$ cat src/rtl/lcd_hd44780_ctrl.sv
// lcd_hd44780_ctrl: HD44780 LCD controller with autonomous init, valid/ready byte port and tick-timed RS/E/DB
// Ports: clk, rst_n (async active-low); req_valid/req_ready/req_rs/req_data byte request port;
//   init_done, busy status; lcd_rs, lcd_rw (tied 0), lcd_e, lcd_db LCD pins.
module lcd_hd44780_ctrl #(
  parameter int TICK_DIV    = 5000,
  parameter int BUS_4BIT    = 0,
  parameter int LINES       = 4,
  parameter int COLS        = 20,
  parameter int AUTO_WRAP   = 1,
  parameter int PWRUP_TICKS = 150,
  parameter int CMD_TICKS   = 1,
  parameter int CLR_TICKS   = 20
) (
  input  logic       clk,
  input  logic       rst_n,
  input  logic       req_valid,
  output logic       req_ready,
  input  logic       req_rs,
  input  logic [7:0] req_data,
  output logic       init_done,
  output logic       busy,
  output logic       lcd_rs,
  output logic       lcd_rw,
  output logic       lcd_e,
  output logic [7:0] lcd_db
);
  typedef enum logic [2:0] {PWRUP, INIT, IDLE, SETUP, PULSE, HOLD, WAIT} state_t;
  localparam int TW = $clog2(TICK_DIV + 1);
  localparam logic B4 = BUS_4BIT != 0;
  localparam logic [3:0] INIT_N = B4 ? 4'd9 : 4'd5;
  // function set: DL=1 for 8-bit bus, N=1 for multi-line displays
  localparam logic [7:0] FUNC = {2'b00, 1'b1, !B4, LINES > 1, 3'b000};
  function automatic logic [6:0] base(input logic [1:0] l);
    return l == 2'd0 ? 7'h00 : l == 2'd1 ? 7'h40 : l == 2'd2 ? 7'h14 : 7'h54;
  endfunction
  // 4-bit mode prefixes three 0x3 wake-up nibbles and the 0x2 bus-width switch
  function automatic logic [7:0] init_byte(input logic [3:0] i);
    logic [3:0] k;
    k = B4 ? i - 4'd4 : i;
    if (B4 && i < 4'd3) return 8'h30;
    if (B4 && i == 4'd3) return 8'h20;
    return k == 4'd0 ? FUNC : k == 4'd1 ? 8'h08 : k == 4'd2 ? 8'h01 : k == 4'd3 ? 8'h06 : 8'h0C;
  endfunction
  state_t state_q, state_d;
  logic [TW-1:0] div_q, div_d;
  logic [15:0] cnt_q, cnt_d, wait_last;
  logic [3:0] idx_q, idx_d;
  logic [7:0] byte_q, byte_d;
  logic [1:0] line_q, line_d, hit_line, nxt_line;
  logic [5:0] col_q, col_d;
  logic rs_q, rs_d, nib_q, nib_d, single_q, single_d, done_q, done_d;
  logic tick, clr, hit, wrap;
  assign tick = div_q == TW'(TICK_DIV - 1);
  assign clr = !rs_q && (byte_q == 8'h01 || byte_q == 8'h02);
  assign wait_last = 16'(clr ? CLR_TICKS - 1 : CMD_TICKS - 1);
  assign nxt_line = line_q == 2'(LINES - 1) ? 2'd0 : line_q + 2'd1;
  assign wrap = AUTO_WRAP != 0 && rs_q && col_q + 6'd1 == 6'(COLS);
  // set-DDRAM commands resync the tracker only when they land on a line start
  always_comb begin
    hit = 1'b0;
    hit_line = 2'd0;
    for (int k = 0; k < LINES; k++)
      if (!rs_q && byte_q[7] && byte_q[6:0] == base(2'(k))) begin
        hit = 1'b1;
        hit_line = 2'(k);
      end
  end
  always_comb begin
    div_d = tick ? '0 : div_q + 1'b1;
    state_d = state_q;
    cnt_d = cnt_q;
    idx_d = idx_q;
    byte_d = byte_q;
    rs_d = rs_q;
    nib_d = nib_q;
    single_d = single_q;
    done_d = done_q;
    line_d = line_q;
    col_d = col_q;
    case (state_q)
      PWRUP: if (tick) begin
        cnt_d = cnt_q == 16'(PWRUP_TICKS - 1) ? '0 : cnt_q + 16'd1;
        state_d = cnt_q == 16'(PWRUP_TICKS - 1) ? INIT : PWRUP;
      end
      INIT: begin
        byte_d = init_byte(idx_q);
        rs_d = 1'b0;
        nib_d = 1'b0;
        single_d = B4 && idx_q < 4'd4;
        state_d = SETUP;
      end
      IDLE: if (req_valid) begin
        byte_d = req_data;
        rs_d = req_rs;
        nib_d = 1'b0;
        single_d = 1'b0;
        state_d = SETUP;
      end
      SETUP: state_d = tick ? PULSE : SETUP;
      PULSE: state_d = tick ? HOLD : PULSE;
      HOLD: if (tick) begin
        nib_d = B4 && !nib_q && !single_q;
        state_d = nib_d ? SETUP : WAIT;
        cnt_d = '0;
      end
      WAIT: if (tick) begin
        if (cnt_q == wait_last) begin
          cnt_d = '0;
          if (rs_q) col_d = col_q == 6'(COLS) ? col_q : col_q + 6'd1;
          else if (clr || hit) begin
            line_d = clr ? 2'd0 : hit_line;
            col_d = '0;
          end
          if (!done_q) begin
            idx_d = idx_q + 4'd1;
            done_d = idx_q == INIT_N - 4'd1;
            state_d = done_d ? IDLE : INIT;
          end else if (wrap) begin
            byte_d = {1'b1, base(nxt_line)};
            rs_d = 1'b0;
            nib_d = 1'b0;
            single_d = 1'b0;
            state_d = SETUP;
          end else state_d = IDLE;
        end else cnt_d = cnt_q + 16'd1;
      end
      default: state_d = PWRUP;
    endcase
  end
  always_ff @(posedge clk or negedge rst_n)
    if (!rst_n) begin
      state_q <= PWRUP;
      div_q <= '0;
      cnt_q <= '0;
      idx_q <= '0;
      byte_q <= '0;
      rs_q <= 1'b0;
      nib_q <= 1'b0;
      single_q <= 1'b0;
      done_q <= 1'b0;
      line_q <= '0;
      col_q <= '0;
    end else begin
      state_q <= state_d;
      div_q <= div_d;
      cnt_q <= cnt_d;
      idx_q <= idx_d;
      byte_q <= byte_d;
      rs_q <= rs_d;
      nib_q <= nib_d;
      single_q <= single_d;
      done_q <= done_d;
      line_q <= line_d;
      col_q <= col_d;
    end
  assign req_ready = state_q == IDLE;
  assign busy = !req_ready;
  assign init_done = done_q;
  assign lcd_e = state_q == PULSE;
  assign lcd_rs = rs_q;
  assign lcd_rw = 1'b0;
  assign lcd_db = B4 ? {nib_q ? byte_q[3:0] : byte_q[7:4], 4'h0} : byte_q;
endmodule

$ cat config.mk
export PLATFORM = sky130hd
export DESIGN_NAME = lcd_hd44780_ctrl
export DESIGN_NICKNAME = d
export VERILOG_FILES = /design/src/rtl/lcd_hd44780_ctrl.sv
export SDC_FILE = /design/constraint.sdc
export NUM_CORES = 1
export LEC_CHECK = 0
export ABC_AREA = 1
export CAP_MARGIN = 25
export CORE_MARGIN = 1.5
export CORE_UTILIZATION = 30
export CTS_BUF_LIST = sky130_fd_sc_hd__clkbuf_8
export DETAILED_ROUTE_END_ITERATION = 8
export SLEW_MARGIN = 20
export SYNTH_ARGS = -nofsm -noshare
export SYNTH_HDL_FRONTEND = slang
export SYNTH_SLANG_ARGS = --single-unit
$ cat constraint.sdc
create_clock -name clk -period 2.6 [get_ports clk]
set_clock_uncertainty 0.1 [all_clocks]
set_input_delay 0.26 -clock clk [delete_from_list [all_inputs] [get_ports clk]]
set_output_delay 0.26 -clock clk [all_outputs]
set_load 0.02 [all_outputs]
Word-level counts from Yosys, hierarchy flattened
Index checks and enable logic that the tools add are counted.

word-level totals
  bits of input ports = 12
  output and inout port bits = 14
  bits in writable memories = 0
  word-level logic and storage cells = 124
  register bits = 54
  latch bits = 0
  memories kept = 0
  ROM bits = 0

cells by class
  order comparisons = 0
  reductions and logical operators = 25
  multipliers = 0
  mux-type cells = 52
  bitwise gates (word level) = 2
  add/subtract/negate cells = 5
  div/mod/pow operators = 0
  shift operators = 0
  eq/ne operators = 31

operators with widths
  kind                                                              count
  16-bit two-way mux                                                5
  16-bit case mux with 3 select lines                               1
  8-bit two-way mux                                                 5
  6-bit two-way mux                                                 4
  8-bit case mux with 3 select lines                                1
  7-bit two-way mux                                                 3
  3-bit case mux with 7 select lines                                1
  3-bit two-way mux                                                 6
  16-bit by 1-bit adder with 16-bit output, second input constant   1
  16-bit by 5-bit == test with 1-bit output                         1
  16-bit by 8-bit == test with 1-bit output, second input constant  1
  2-bit != test, second input constant                              8
  5-bit AND reduction                                               3
  7-bit == test, second input constant                              2
  1-bit two-way mux                                                 14
  13-bit by 1-bit adder with 13-bit output, second input constant   1
  13-bit == test, second input constant                             1
  13-bit two-way mux                                                1
  6-bit by 5-bit == test with 1-bit output, second input constant   2
  2-bit two-way mux                                                 6
  4-bit two-way mux                                                 3
  3-bit == test, second input constant                              3
  4-bit by 2-bit == test with 1-bit output, second input constant   2
  8-bit by 1-bit == test with 1-bit output, second input constant   1
  other kinds (26)                                                  39

Longest topological paths before layout
  word-level depth = 11
  mapped depth = 13
  depth with buffers taken out = 13

Worst setup path before layout
No wires, ideal clock.

  kind = register to register
  from = reg byte_q[2], in the netlist lcd_db[2]
  to = reg col_q[0]
  period minus slack after synthesis = 1732 ps
  path buffers = 0
  stages on the path, launching flop included = 10
  data required time = 2382 ps
  slack = 868 ps
  data arrival time = 1514 ps
  setup time = 118 ps
  cells stage by stage = dfrtp_1 or2_1 nor2_1 nand3_1 nand2_1 nand3_2 nor2_4 nand3_1 nand2_1 nand2_1

on the way
  cells in the longest elaborated chain, start to end = 9
  elaborated cells between the ends (all ways) = 21
  those cells by class = eq/ne (6); mux (5); reduce/logical (10)

ends and longest elaborated chain
  what                                      RTL line  text
  from (decl)                               48        logic [7:0] byte_q, byte_d;
  from (signal assigned)                    148       byte_q <= byte_d;
  7-bit logical NOT                         63        if (!rs_q && byte_q[7] && byte_q[6:0] == base(2'(k))) begin
  1-bit logical AND                         63
  1-bit two-way mux (4 in series)           63
  1-bit logical OR                          110       else if (clr || hit) begin
  2-bit nonzero test (no source line)       n/a
  5-bit AND reduction (no source line) (*)  n/a
  to (signal assigned)                      154       col_q <= col_d;
  to (decl)                                 50        logic [5:0] col_q, col_d;

Mark *: on every way between the ends. The rest lies on a longest branch, timed or not.
A chain may end at the register's enable or synchronous reset.

Worst setup path in the final report
  from = reg state_q[1]
  to = out req_ready

on the way
  cells in the longest elaborated chain, start to end = 1

ends and longest elaborated chain
  what                                      RTL line  text
  from (decl)                               44        state_t state_q, state_d;
  from (signal assigned)                    144       state_q <= state_d;
  3-bit by 2-bit == test with 1-bit output  156       assign req_ready = state_q == IDLE;
  to (decl)                                 17        output logic req_ready,

Every way passes these cells.

==> metrics <==
status=completed; Cell Count Post-Placement=between 600 and 700; synth top area cells=dfrtp_1 37%, nand2_1 14%, inv_1 6.5%; Max-Cap Viols=0; slew margin rel.=49.3%; Resized cells post-CTS=0; vias per inst=4.92; Leak Pwr=0.00203 uW; CTS hold repair buffers=1; dpl cell area=0.00406 sq mm; clock share of power=44.4%; largest net degree at the start of global routing=30; RSZ-0062 raised after global routing=no; overflow left after global routing=0; CP top delay family=buffers and inverters; Starting Density=30.6%; Crit Reg-Reg Endpoint=cnt_q[9]$_DFFE_PN0P_; initial antenna violation count=0; Worst EP required=approximately 2.2 ns; Die X-Extent=113 um; Gate power share=2.5%; Critical-path top delay cell=clkdlybuf4s50_1; net switching power=312 uW; R2R setup slack=roughly 0.50 ns; CTS tree=built; gr usage total=14.4%; VDD IR-drop max=0.181 mV; Synth Area per Inst=7.16 sq um; GP Congestion=between 0.9 and 1; Final setup viols=0; Crit path buffers/inverters=3; endpoints failing hold=0; Final Net Count=about 560; PD cells=375 mW/mm^2; drt pass-1 iters=4; post-route setup TNS=0 ns; CP Capture Point=req_ready; ANT cells=0; flops & latches, synth=between 50 and 60; Arrival @ worst endpoint=1.97 ns; Final HPWL DP=6.84 mm; Rows=40; fmax=429 MHz; die area=0.0129 sq mm; Slew Viols, Final=0; worst hold-check path type=reg -> reg; drt total wl=8.94 mm; IO buf count=24; DRT iter0 DRCs=206; clk sinks=54; Ys Warns=0; Mapped Cells=511; Net Sw Frac=between 10% and 20%; final setup margin=0.272 ns; top cell type's share of synthesized area=36.9%; share of layout cells above drive strength 1=7.76%; H-tree Lvls=2; internal power=1270 uW; library cells used by synthesis=39; post-route ant nets=0; first-pass GRT wire length=~15 mm; cell breakdown of the critical path=inv_2, nor2_4, nand2_2, clkinv_1, clkdlybuf4s50_1; drt drc=0; most frequent cells in the layout=141 x nand2_1, 63 x inv_1, 63 x nor2_1, 54 x dfrtp_1, 40 x nand3_1; most common cell after layout, fill and taps aside=nand2_1; Cell Count, Final, Fillers Out=approximately 690; Clock Tree Buf Depth=2; Placement Setup Slack=between 0.5 and 0.6 ns; cells on worst reg2reg path=9; synthesized area=about 0.0037 sq mm; post-CTS setup buffers=0; Worst-path clk slew=0.10 ns; Reg2Reg Launch Point=lcd_db[3]$_DFFE_PN0P_; Tmin final=2.33 ns; Synthesized Nets=between 500 and 600; sequential group share of total power=about 53%; clock root buffer=clkbuf_8; worst-margin pin slew=0.761 ns; via count=3,386; post-synth top area cell=dfrtp_1; IO Pins=26; startpoint types=register; Synth-to-Final Area Change=15.2%; fill count=1,231; WL/cell=13.0 um; Critical Path Source=state_q[1]$_DFFE_PN0P_; Seq/Total Area, Yosys=36.9%; TritonCTS Buffers=5; clk_lat worst skew=0.31 ns; Crit Path Max Fanout=8; final worst-path cycle share=89.6%; Die Y=113 um; critical path class=reg -> out; final core utilization=35.2%; Crit. End Element=primary output; slowest stage delay, CP=0.63 ns; number of stages on the worst setup path=5; vias in the first global route=3,231; post-route cell area=~0.0042 sq mm; core area=0.0120 sq mm
-- how the worst min path moves through the flow --
stage	slack [ns]	endpoint	depth (start not counted)	start
2_1_floorplan	-0.14	cnt_q[0]$_DFFE_PN0P_	0	rst_n
3_3_place_gp	0.27	div_q[7]$_DFF_PN0_	1	rst_n
3_5_place_dp	0.27	div_q[7]$_DFF_PN0_	1	rst_n
4_1_cts	0.40	line_q[1]$_DFFE_PN0P_	2	line_q[1]$_DFFE_PN0P_
5_1_grt	0.44	line_q[1]$_DFFE_PN0P_	2	line_q[1]$_DFFE_PN0P_
6_report	0.40	line_q[1]$_DFFE_PN0P_	2	line_q[1]$_DFFE_PN0P_
-- power by group through the flow --
stage	Clock (uW)	Combinational (uW)	Sequential (uW)
2_1_floorplan	0	3.04	856
3_3_place_gp	0	39.0	856
3_5_place_dp	0	39.5	856
4_1_cts	714	40.8	839
5_1_grt	744	44.2	839
6_report	701	39.4	839
-- layer usage --
layer / up-vias / GRT usage, % / wire (um) / part of all wire [%]
li1: 1727 / - / - / -
met1: 1575 / 19.8 / 4390 / 49
met2: 66 / 23.4 / 4060 / 45
met3: 18 / 2.28 / 302 / 3.4
met4: 0 / 4.58 / 192 / 2.1
met5: - / 0 / 0 / 0
-- logic make-up after synthesis --
family	synth area share (%)
fa+ha+maj	3.76
flops	36.9
other cells	0.103
buf+inv	8.21
xor+xnor	3.11
compound gates	6.84
simple gates	41.0
-- registers in the layout, indices dropped and copies added, names as in the netlist --
signal,count
line_q,2
lcd_db,8
init_done,1
lcd_rs,1
div_q,13
cnt_q,16
col_q,6
state_q,3
idx_q,4
-- stage by stage --
| stage | hold slack [ns] | power [uW] |
|---|---|---|
| 3_3_place_gp | 0.265 | 895 |
| 4_1_cts | 0.403 | 1590 |
| 5_1_grt | 0.438 | 1630 |
| 6_report | 0.399 | 1580 |
| 2_1_floorplan | -0.136 | 859 |
| 3_5_place_dp | 0.266 | 895 |
-- final cells by class --
cell class	instances	area (sq um)	share of cell area (%)
Multi-Input combinational cell	381	2010	47.6
Inverter	70	263	6.23
Sequential cell	54	1350	32.1
Clock inverter	2	60.1	1.42
Tap cell	147	184	4.36
Timing Repair Buffer	28	268	6.35
Clock buffer	6	82.6	1.96
-- cells in the mapped netlist --
master	n
ha_1	11
buf_2	3
xor2_1	12
a31oi_4	1
nor4_1	1
nand3_2	3
buf_4	3
nor3_1	16
nand2_2	3
a22o_1	1
nor2_1	63
inv_1	63
nand3_4	3
dfrtp_1	54
conb_1	1
nand3_1	40
or2_1	1
nor3b_1	1
nand4_1	30
a21oi_1	10
o211ai_1	5
xnor2_1	1
nor2_4	5
o31ai_1	1
a21oi_2	1
nand2_4	3
o21ai_0	11
nand4_2	1
inv_2	6
a211oi_1	1
clkinv_1	1
or2_2	3
nand3b_1	2
nor3_2	1
a21o_1	2
a31oi_1	3
o21ai_1	1
o21bai_1	2
nand2_1	141
-- tightest hold or removal path: stages, from the launching register on --
cell and delay, ns:
dfrtp_1 0.37, nand2_1 0.06, nand2_1 0.05
No activity file was read; power rests on OpenSTA's default activity.
